### config.mk
export PLATFORM = sky130hd
export DESIGN_NAME = multicycle_control
export DESIGN_NICKNAME = d
export VERILOG_FILES = /design/src/rtl/multicycle_control.sv
export SDC_FILE = /design/constraint.sdc
export NUM_CORES = 1
export LEC_CHECK = 0
export BUFFER_PORTS_ARGS = -buffer_cell sky130_fd_sc_hd__buf_2
export CAP_MARGIN = 10
export CORE_MARGIN = 4
export CORE_UTILIZATION = 27
export CTS_BUF_LIST = sky130_fd_sc_hd__clkbuf_8
export DETAILED_ROUTE_END_ITERATION = 6
export PLACE_DENSITY_LB_ADDON = 0.2
export SKIP_CTS_REPAIR_TIMING = 1
export SLEW_MARGIN = 25
export SYNTH_ARGS = -nofsm -noshare
export SYNTH_HDL_FRONTEND = slang
export SYNTH_SLANG_ARGS = --single-unit
### constraint.sdc
create_clock -name clk_i -period 2.8 [get_ports clk_i]
set_clock_uncertainty 0.05 [all_clocks]
set_input_delay 0.14 -clock clk_i [delete_from_list [all_inputs] [get_ports clk_i]]
set_output_delay 0.14 -clock clk_i [all_outputs]
set_load 0.02 [all_outputs]
### src/rtl/multicycle_control.sv
`default_nettype none
// +------------------------------------------------------------------------+
// | Module      : multicycle_control                                       |
// | Description : Multicycle MIPS main controller. Steps each instruction  |
// |               through FETCH/DECODE/EXEC/MEM/WB states, drives the      |
// |               datapath enables per state, runs a req/ack memory        |
// |               handshake with a bounded wait and a sticky ERR state.    |
// |               Optional addi support: MULTICYCLE_CONTROL_ADDI_EN.       |
// | Revision    : 1.0 - initial release                                    |
// +------------------------------------------------------------------------+
module multicycle_control #(
  parameter int OP_W     = 6,
  parameter int MAX_WAIT = 15,
  parameter int CNT_W    = 8
) (
  input  logic            clk_i,
  input  logic            rst_i,
  input  logic [OP_W-1:0] op_i,
  input  logic            zero_i,
  input  logic            mem_ack_i,
  input  logic            stall_i,
  output logic            mem_req_o,
  output logic            mem_read_o,
  output logic            mem_write_o,
  output logic            iord_o,
  output logic            ir_write_o,
  output logic            pc_write_o,
  output logic            pc_write_cond_o,
  output logic [1:0]      pc_src_o,
  output logic            alu_src_a_o,
  output logic [1:0]      alu_src_b_o,
  output logic [1:0]      alu_op_o,
  output logic            reg_write_o,
  output logic            reg_dst_o,
  output logic            mem_to_reg_o,
  output logic            instr_done_o,
  output logic            err_o,
  output logic [3:0]      state_o
);

  localparam logic [3:0] S_RST      = 4'd0;
  localparam logic [3:0] S_FETCH    = 4'd1;
  localparam logic [3:0] S_DECODE   = 4'd2;
  localparam logic [3:0] S_EXEC_R   = 4'd3;
  localparam logic [3:0] S_WB_R     = 4'd4;
  localparam logic [3:0] S_MEM_ADDR = 4'd5;
  localparam logic [3:0] S_MEM_RD   = 4'd6;
  localparam logic [3:0] S_WB_MEM   = 4'd7;
  localparam logic [3:0] S_MEM_WR   = 4'd8;
  localparam logic [3:0] S_BRANCH   = 4'd9;
  localparam logic [3:0] S_JUMP     = 4'd10;
`ifdef MULTICYCLE_CONTROL_ADDI_EN
  localparam logic [3:0] S_EXEC_I   = 4'd11;
  localparam logic [3:0] S_WB_I     = 4'd12;
`endif
  localparam logic [3:0] S_ERR      = 4'd15;

  localparam logic [CNT_W-1:0] C_MAX_WAIT = CNT_W'(MAX_WAIT);

  logic [3:0]       state_q, state_d;
  logic [CNT_W-1:0] cnt_q, cnt_d;

  logic [5:0] w_op;
  logic       w_op_hi_zero;
  logic       w_mem_state;
  logic       w_timeout;
  logic       w_ack_ok;
  logic       w_unused;

  assign w_op         = op_i[5:0];
  // Opcodes wider than 6 bits are legal only with the extra bits at zero.
  assign w_op_hi_zero = ((op_i >> 6) == '0);
  assign w_mem_state  = (state_q == S_FETCH) || (state_q == S_MEM_RD) ||
                        (state_q == S_MEM_WR);
  assign w_timeout    = (cnt_q == C_MAX_WAIT);
  // An ack during a stall is dropped; the memory has to present it again.
  assign w_ack_ok     = mem_ack_i && !stall_i;
  // The branch decision itself is made in the datapath via pc_write_cond_o.
  assign w_unused     = zero_i;
  assign state_o      = state_q;

  // Next-state selection; stall freezes every transition including timeout.
  always_comb begin
    state_d = state_q;
    case (state_q)
      S_RST:    state_d = S_FETCH;
      S_FETCH: begin
        if (mem_ack_i)      state_d = S_DECODE;
        else if (w_timeout) state_d = S_ERR;
      end
      S_DECODE: begin
        if (!w_op_hi_zero) begin
          state_d = S_ERR;
        end else begin
          case (w_op)
            6'b000000: state_d = S_EXEC_R;
            6'b100011: state_d = S_MEM_ADDR;
            6'b101011: state_d = S_MEM_ADDR;
            6'b000100: state_d = S_BRANCH;
            6'b000010: state_d = S_JUMP;
`ifdef MULTICYCLE_CONTROL_ADDI_EN
            6'b001000: state_d = S_EXEC_I;
`endif
            default:   state_d = S_ERR;
          endcase
        end
      end
      S_EXEC_R:   state_d = S_WB_R;
      S_WB_R:     state_d = S_FETCH;
      // Bit 3 separates sw (101011) from lw (100011).
      S_MEM_ADDR: state_d = w_op[3] ? S_MEM_WR : S_MEM_RD;
      S_MEM_RD: begin
        if (mem_ack_i)      state_d = S_WB_MEM;
        else if (w_timeout) state_d = S_ERR;
      end
      S_WB_MEM:   state_d = S_FETCH;
      S_MEM_WR: begin
        if (mem_ack_i)      state_d = S_FETCH;
        else if (w_timeout) state_d = S_ERR;
      end
      S_BRANCH:   state_d = S_FETCH;
      S_JUMP:     state_d = S_FETCH;
`ifdef MULTICYCLE_CONTROL_ADDI_EN
      S_EXEC_I:   state_d = S_WB_I;
      S_WB_I:     state_d = S_FETCH;
`endif
      S_ERR:      state_d = S_ERR;
      default:    state_d = S_ERR;
    endcase
    if (stall_i) state_d = state_q;
  end

  // Wait counter: cleared on any state change, counts ackless memory cycles.
  always_comb begin
    cnt_d = cnt_q;
    if (!stall_i) begin
      if (state_d != state_q)
        cnt_d = '0;
      else if (w_mem_state && !mem_ack_i)
        cnt_d = cnt_q + 1'b1;
    end
  end

  // State and counter registers with asynchronous reset.
  always_ff @(posedge clk_i or posedge rst_i) begin
    if (rst_i) begin
      state_q <= S_RST;
      cnt_q   <= '0;
    end else begin
      state_q <= state_d;
      cnt_q   <= cnt_d;
    end
  end

  // Moore decode of datapath controls; retire pulses are masked by stall.
  always_comb begin
    mem_req_o       = 1'b0;
    mem_read_o      = 1'b0;
    mem_write_o     = 1'b0;
    iord_o          = 1'b0;
    ir_write_o      = 1'b0;
    pc_write_o      = 1'b0;
    pc_write_cond_o = 1'b0;
    pc_src_o        = 2'd0;
    alu_src_a_o     = 1'b0;
    alu_src_b_o     = 2'd0;
    alu_op_o        = 2'd0;
    reg_write_o     = 1'b0;
    reg_dst_o       = 1'b0;
    mem_to_reg_o    = 1'b0;
    instr_done_o    = 1'b0;
    err_o           = 1'b0;
    case (state_q)
      S_FETCH: begin
        mem_req_o   = 1'b1;
        mem_read_o  = 1'b1;
        ir_write_o  = w_ack_ok;
        pc_write_o  = w_ack_ok;
        alu_src_b_o = 2'd1;
      end
      S_DECODE: alu_src_b_o = 2'd3;
      S_EXEC_R: begin
        alu_src_a_o = 1'b1;
        alu_op_o    = 2'd2;
      end
      S_WB_R: begin
        reg_write_o  = 1'b1;
        reg_dst_o    = 1'b1;
        instr_done_o = !stall_i;
      end
      S_MEM_ADDR: begin
        alu_src_a_o = 1'b1;
        alu_src_b_o = 2'd2;
      end
      S_MEM_RD: begin
        mem_req_o  = 1'b1;
        mem_read_o = 1'b1;
        iord_o     = 1'b1;
      end
      S_WB_MEM: begin
        reg_write_o  = 1'b1;
        mem_to_reg_o = 1'b1;
        instr_done_o = !stall_i;
      end
      S_MEM_WR: begin
        mem_req_o    = 1'b1;
        mem_write_o  = 1'b1;
        iord_o       = 1'b1;
        instr_done_o = w_ack_ok;
      end
      S_BRANCH: begin
        alu_src_a_o     = 1'b1;
        alu_op_o        = 2'd1;
        pc_write_cond_o = 1'b1;
        pc_src_o        = 2'd1;
        instr_done_o    = !stall_i;
      end
      S_JUMP: begin
        pc_write_o   = 1'b1;
        pc_src_o     = 2'd2;
        instr_done_o = !stall_i;
      end
`ifdef MULTICYCLE_CONTROL_ADDI_EN
      S_EXEC_I: begin
        alu_src_a_o = 1'b1;
        alu_src_b_o = 2'd2;
      end
      S_WB_I: begin
        reg_write_o  = 1'b1;
        instr_done_o = !stall_i;
      end
`endif
      S_ERR:   err_o = 1'b1;
      default: ;
    endcase
  end

endmodule
`default_nettype wire

==> results of run 1 <==
-- power by group through the flow --
| stage | combinational (mW) | sequential, mW | clock, mW |
|---|---|---|---|
| 2_1_floorplan | 0.837 | 0.276 | 0 |
| 3_3_place_gp | 1.14 | 0.274 | 0 |
| 3_5_place_dp | 1.14 | 0.270 | 0 |
| 4_1_cts | 1.14 | 0.268 | 0.193 |
| 5_1_grt | 1.25 | 0.274 | 0.200 |
| 6_report | 1.13 | 0.269 | 0.189 |
-- state kept, by name, indices dropped and copies added, names as in the netlist --
register,cells
state_o,4
cnt_q,8
-- worst paths after layout --
| check | start | endpoint | slack [ns] | cells past startpoint |
|---|---|---|---|---|
| worst max-delay path | state_o[1] | cnt_q[4] | 0.33 | 6 |
| worst min-delay path | op_i[2] | state_o[1] | 0.24 | 4 |
| worst max register to register | state_o[1] | cnt_q[4] | 0.33 | 6 |
| worst min register to register | cnt_q[1] | cnt_q[1] | 0.48 | 1 |
| max in group asynchronous | rst_i | state_o[1] | 1.98 | 3 |
| min in group asynchronous | rst_i | cnt_q[3] | 0.40 | 3 |
-- cells by family (layout without fill, tap and decap cells) --
group | count (synthesis) | count (layout) | synth area share
AO/OA/AOI/OAI | 48 | 48 | 0.280
XOR/XNOR | 2 | 2 | 0.0141
adder cells (fa/ha/maj) | 1 | 1 | 0.0101
buffers and inverters | 19 | 48 | 0.0727
flip-flops | 12 | 12 | 0.242
AND/OR/NAND/NOR | 86 | 86 | 0.381
-- worst reg2reg max path: cells and delay by family (launching register included) --
family             cells  cell delay (ns)
and+or+nand+nor        3             0.97
AOI/OAI and AO/OA      3             0.88
DFF                    1             0.48
-- cell type report --
cell class                 instances  area, um^2
fill                             483        2880
sequential                        12         300
multi-input combinational        137         848
timing repair buffer              39         215
inverter                           5        18.8
clock buffer                       4        55.1
tap                               52        65.1
-- layout by cell type (no fill, tap or decap), drive strengths merged, types with 4 or more instances in the layout --
cell	netlist	routed
a21oi	14	14
nand2	22	22
clkbuf	6	4
nor3	12	12
o21ai	12	12
nor2	17	17
nand2b	5	5
dfrtp	12	12
nor4	4	4
inv	4	4
buf	8	38
-- metal layers --
layer / vias to the layer above / GRT usage
met5: - / 0
met4: 0 / 0.0272
met3: 4 / 0.0119
met2: 30 / 0.209
met1: 593 / 0.167
li1: 670 / -
==> flow_summary.toml, run 1 <==
[drt]
wl_met3_um = 135
drt-met1-wl_um = 1610
ant_nets = 0
drc = 0
vias = 1297
wire_per_inst_um = 13.7
wl_um = 3400
vias_per_cell = 5.21
top_layer_used = "met4"
drt_iter0_drc = 90
dr_wl_met2_um = 1640
drt_pre_antenna_iters = 4

[sta]
hold_viol = 0
drv_slew = 0
relSlewSlack = 0.668
fmax_ghz = 0.405
fin_crit_sh = 0.881
rsz0062_at_grt = "false"
setup_slack_ns = 0.333
setup_viol = 0
setup_tns_ns = 0
tightest_slew_ns = 0.491
period_minus_slack_ns = 2.47
whs_ns = 0.242

[floorplan]
ios = 34
rows = 24
die_y_um = 75.7
core_area_um2 = 4380
die_area_um2 = 5740
start_util = 0.283
die_width_um = 75.7

[synth]
yosysMostFrequentCell = "nand2_1"
ys.warnings.count = 0
synthFlopType = "dfrtp_1"
netlist_top_cells_area = "dfrtp_1 (24%), nand2_1 (6.7%), a21oi_1 (5.7%)"
syn_area_um2 = 1240
yosys.area.top_type = "dfrtp_1"
ys_ff_latch = 12
synth_top_area_share = 0.242
syn-num-nets = 180
synth.avg_cell_area_um2 = 7.37
synth_cells = 168
ys_seq_area_frac = 0.242
synth_edf_count = 0
synthTopCellsByCount = "nand2_1 (22), nor2_1 (17), a21oi_1 (14), dfrtp_1 (12), nor3_1 (12)"
async_flop_share = 1.00
ys_types = 51

[power_and_ir_drop]
clockPowerShare = 0.119
intPower_mw = 0.761
ir_worst_vdd_mv = 0.257
p_per_area_nw_per_um2 = 1060
p_sw_mw = 0.830
swShare = 0.522
p_comb_frac = 0.712
sequentialPowerShare = 0.169
cellLeakagePower_nw = 0.677
p_total_mw = 1.59

[critical_path]
cpPeakStageDelay_ns = 0.60
endpoint_kind = "flip-flop"
worst-setup-path-type = "reg -> reg"
crit_buf_inv = 0
cpLargestDelayFamily = "simple AND/OR/NAND/NOR gates"
cpMaxStageDelayCell = "or4b_4"
critPathMaxFanout = 9
crit_chain = "or4b_4, a31oi_4, nor4b_1, a2111oi_4, nand3_2, o211ai_2"
critPathLaunchType = "flip-flop"
cp_data_arrival_time_ns = 2.58
required_ns = 2.91

[run]
maxCapViolCount = 0

[placement]
post-place-ws_ns = 0.311
dpl_cell_area_um2 = 1440
gp_congestion = 0.772
io_buffer_count = 32
dp_hpwl_um = 2590
dp.cells = 244

[clock_tree]
clk_pin_slew_ns = 0.05
cts-root-buf = "clkbuf_8"
htreeDepth = 1
insertion_delay_ns = 0.24
cts.sinks = 12
clock_path_buffers = 2
cts_tree = "done"
cts_made_buffers = 3

[grt]
grt_pass1_wl_um = 5530
grt-ovfl-total = 0
grt_max_degree = 28
grt_pass1_vias = 1181
track_usage = 0.122
antenna_found_initial = 0

[final_layout]
fin_cells = 249
n_antenna_cell = 0
fin_util = 0.343
nets = 210
drive_gt1_frac = 0.279
final_cell_area_um2 = 1500
area_growth_pct = 21.3

[worst_hold_path]
hp-class = "in -> reg"

[run_status]
status = "finished, final reports clean"
Power figures use the tool's default switching activity.
==> run 2: changes to the inputs <==
--- a/config.mk
+++ b/config.mk
@@ -11,6 +11,7 @@
 export CORE_UTILIZATION = 27
 export CTS_BUF_LIST = sky130_fd_sc_hd__clkbuf_8
 export DETAILED_ROUTE_END_ITERATION = 6
+export MAX_ROUTING_LAYER = met4
 export PLACE_DENSITY_LB_ADDON = 0.2
 export SKIP_CTS_REPAIR_TIMING = 1
 export SLEW_MARGIN = 25
==> constraint.sdc (replaced) <==
create_clock -name clk_i -period 2.8 [get_ports clk_i]
set_clock_uncertainty 0.05 [all_clocks]
set_input_delay 0.14 -clock clk_i [delete_from_list [all_inputs] [get_ports clk_i]]
set_output_delay 0.14 -clock clk_i [all_outputs]
set_load 0.05 [all_outputs]
==> run 2 against run 1 <==
Effect of this change: setup slack worse by 0.020 ns; combinational power up 27%; critical path depth unchanged; design area about the same; sequential cell count unchanged; critical endpoint is now cnt_q[1].
==> flow_summary.toml, run 2 (synthesized netlist as in run 1, its figures left out) <==
[worst_hold_path]
hp-class = "in -> reg"

[critical_path]
rr_startpoint = "state_o[1]"
setup.worst_path.start = "state_o[1]"
rrSetupSlack_ns = 0.31
cp_data_arrival_time_ns = 2.59
required_ns = 2.90
critPathLaunchType = "flip-flop"
reg2reg_depth = 6
endpoint = "cnt_q[1]"
worst-setup-path-type = "reg -> reg"
endpoint_kind = "flip-flop"
critPathMaxFanout = 9
regToRegEndpoint = "cnt_q[1]"

[sta]
rsz0062_at_grt = "false"
setup_viol = 0
fmax_ghz = 0.402
tightest_slew_ns = 0.534
setup_slack_ns = 0.313
relSlewSlack = 0.639
setup_tns_ns = 0
fin_crit_sh = 0.888
drv_slew = 0
hold_viol = 0
period_minus_slack_ns = 2.49

[run]
maxCapViolCount = 0

[final_layout]
final_cell_area_um2 = 1500
nets = 210
top_register = "cnt_q"
final_cell_mix = "buf_2 (32), nand2_1 (22), nor2_1 (17)"
largest_reg_flops = 8
n_antenna_cell = 0
drive_gt1_frac = 0.291
area_growth_pct = 21.4
fin_util = 0.343
layout.cells.most_common = "buf_2"

[placement]
io_buffer_count = 32
dpl_cell_area_um2 = 1450
post-place-ws_ns = 0.317
dp_hpwl_um = 2540
gp_congestion = 0.789

[drt]
wire_per_inst_um = 13.6
drt_iter0_drc = 103
wl_um = 3380
drc = 0
vias_per_cell = 5.28
ant_nets = 0
vias = 1309
drt_pre_antenna_iters = 4

[floorplan]
ios = 34
die_width_um = 75.7
die_area_um2 = 5740
rows = 24
die_y_um = 75.7
core_area_um2 = 4380
start_util = 0.283

[power_and_ir_drop]
ir_worst_vdd_mv = 0.310
p_total_mw = 1.86
cellLeakagePower_nw = 0.673
p_per_area_nw_per_um2 = 1240

[grt]
grt_max_degree = 28
grt_pass1_wl_um = 5670
grt-ovfl-total = 0
antenna_found_initial = 0
track_usage = 0.128
grt_pass1_vias = 1162

[clock_tree]
cts-root-buf = "clkbuf_8"
insertion_delay_ns = 0.23
clk_pin_slew_ns = 0.05
htreeDepth = 1
cts.sinks = 12
clock_path_buffers = 2
cts_tree = "done"
cts_made_buffers = 3

[run_status]
status = "finished, final reports clean"
==> run 2: cell count changes in the layout (fill, tap and decap cells not counted) <==
cell	before	now
a211oi_1	2	1
nor3b_1	1	0
nor3_2	0	1
nor3b_2	0	1
clkbuf_8	4	3
nor3_1	12	11
a211oi_2	0	1
==> run 2: per-stage QoR <==
| stage | cells | hold slack, ns |
|---|---|---|
| after floorplan | 168 | -0.0453 |
| after global placement | 244 | 0.137 |
| after detailed placement | 244 | 0.140 |
| after CTS | 247 | -0.119 |
| after global routing | 248 | 0.282 |
| final | 248 | 0.256 |
==> run 2: cell type report <==
| class | count | area (um^2) |
|---|---|---|
| repair buffers | 39 | 215 |
| fillers | 493 | 2880 |
| inverters | 5 | 18.8 |
| multi-input cells | 137 | 863 |
| clock buffers | 3 | 41.3 |
| well taps | 52 | 65.1 |
| flip-flops and latches | 12 | 300 |
==> run 2: worst max-delay path: stages, from the launching register on <==
cell,delay (ns)
dfrtp_1,0.48
or4b_4,0.60
a31oi_4,0.31
nor4b_1,0.13
a2111oi_4,0.38
nand3_2,0.25
o2bb2ai_1,0.20
==> run 2: worst min-delay path by stage <==
stage,slack [ns],to,cells after the start,from
detailed placement,0.14,cnt_q[1],2,rst_i
CTS,-0.12,cnt_q[1],2,rst_i
finish,0.26,state_o[1],4,op_i[2]
global route,0.28,state_o[1],4,op_i[2]
global placement,0.14,cnt_q[2],2,rst_i
floorplan,-0.05,cnt_q[0],1,rst_i
==> run 2: power by group <==
group | internal [mW] | switching, mW | leakage, nW
sequential | 0.205 | 0.0621 | 0.157
combinational | 0.437 | 1.00 | 0.494
clock | 0.0945 | 0.0591 | 0.0216
total | 0.736 | 1.13 | 0.673
==> run 2: routing by layer <==
| metal | GRT usage | vias up | share of wire |
|---|---|---|---|
| li1 | - | 664 | - |
| met1 | 0.177 | 614 | 0.47 |
| met4 | 0.0350 | 0 | 0.0059 |
| met2 | 0.201 | 29 | 0.48 |
| met5 | - | - | 0 |
| met3 | 0.00792 | 2 | 0.043 |
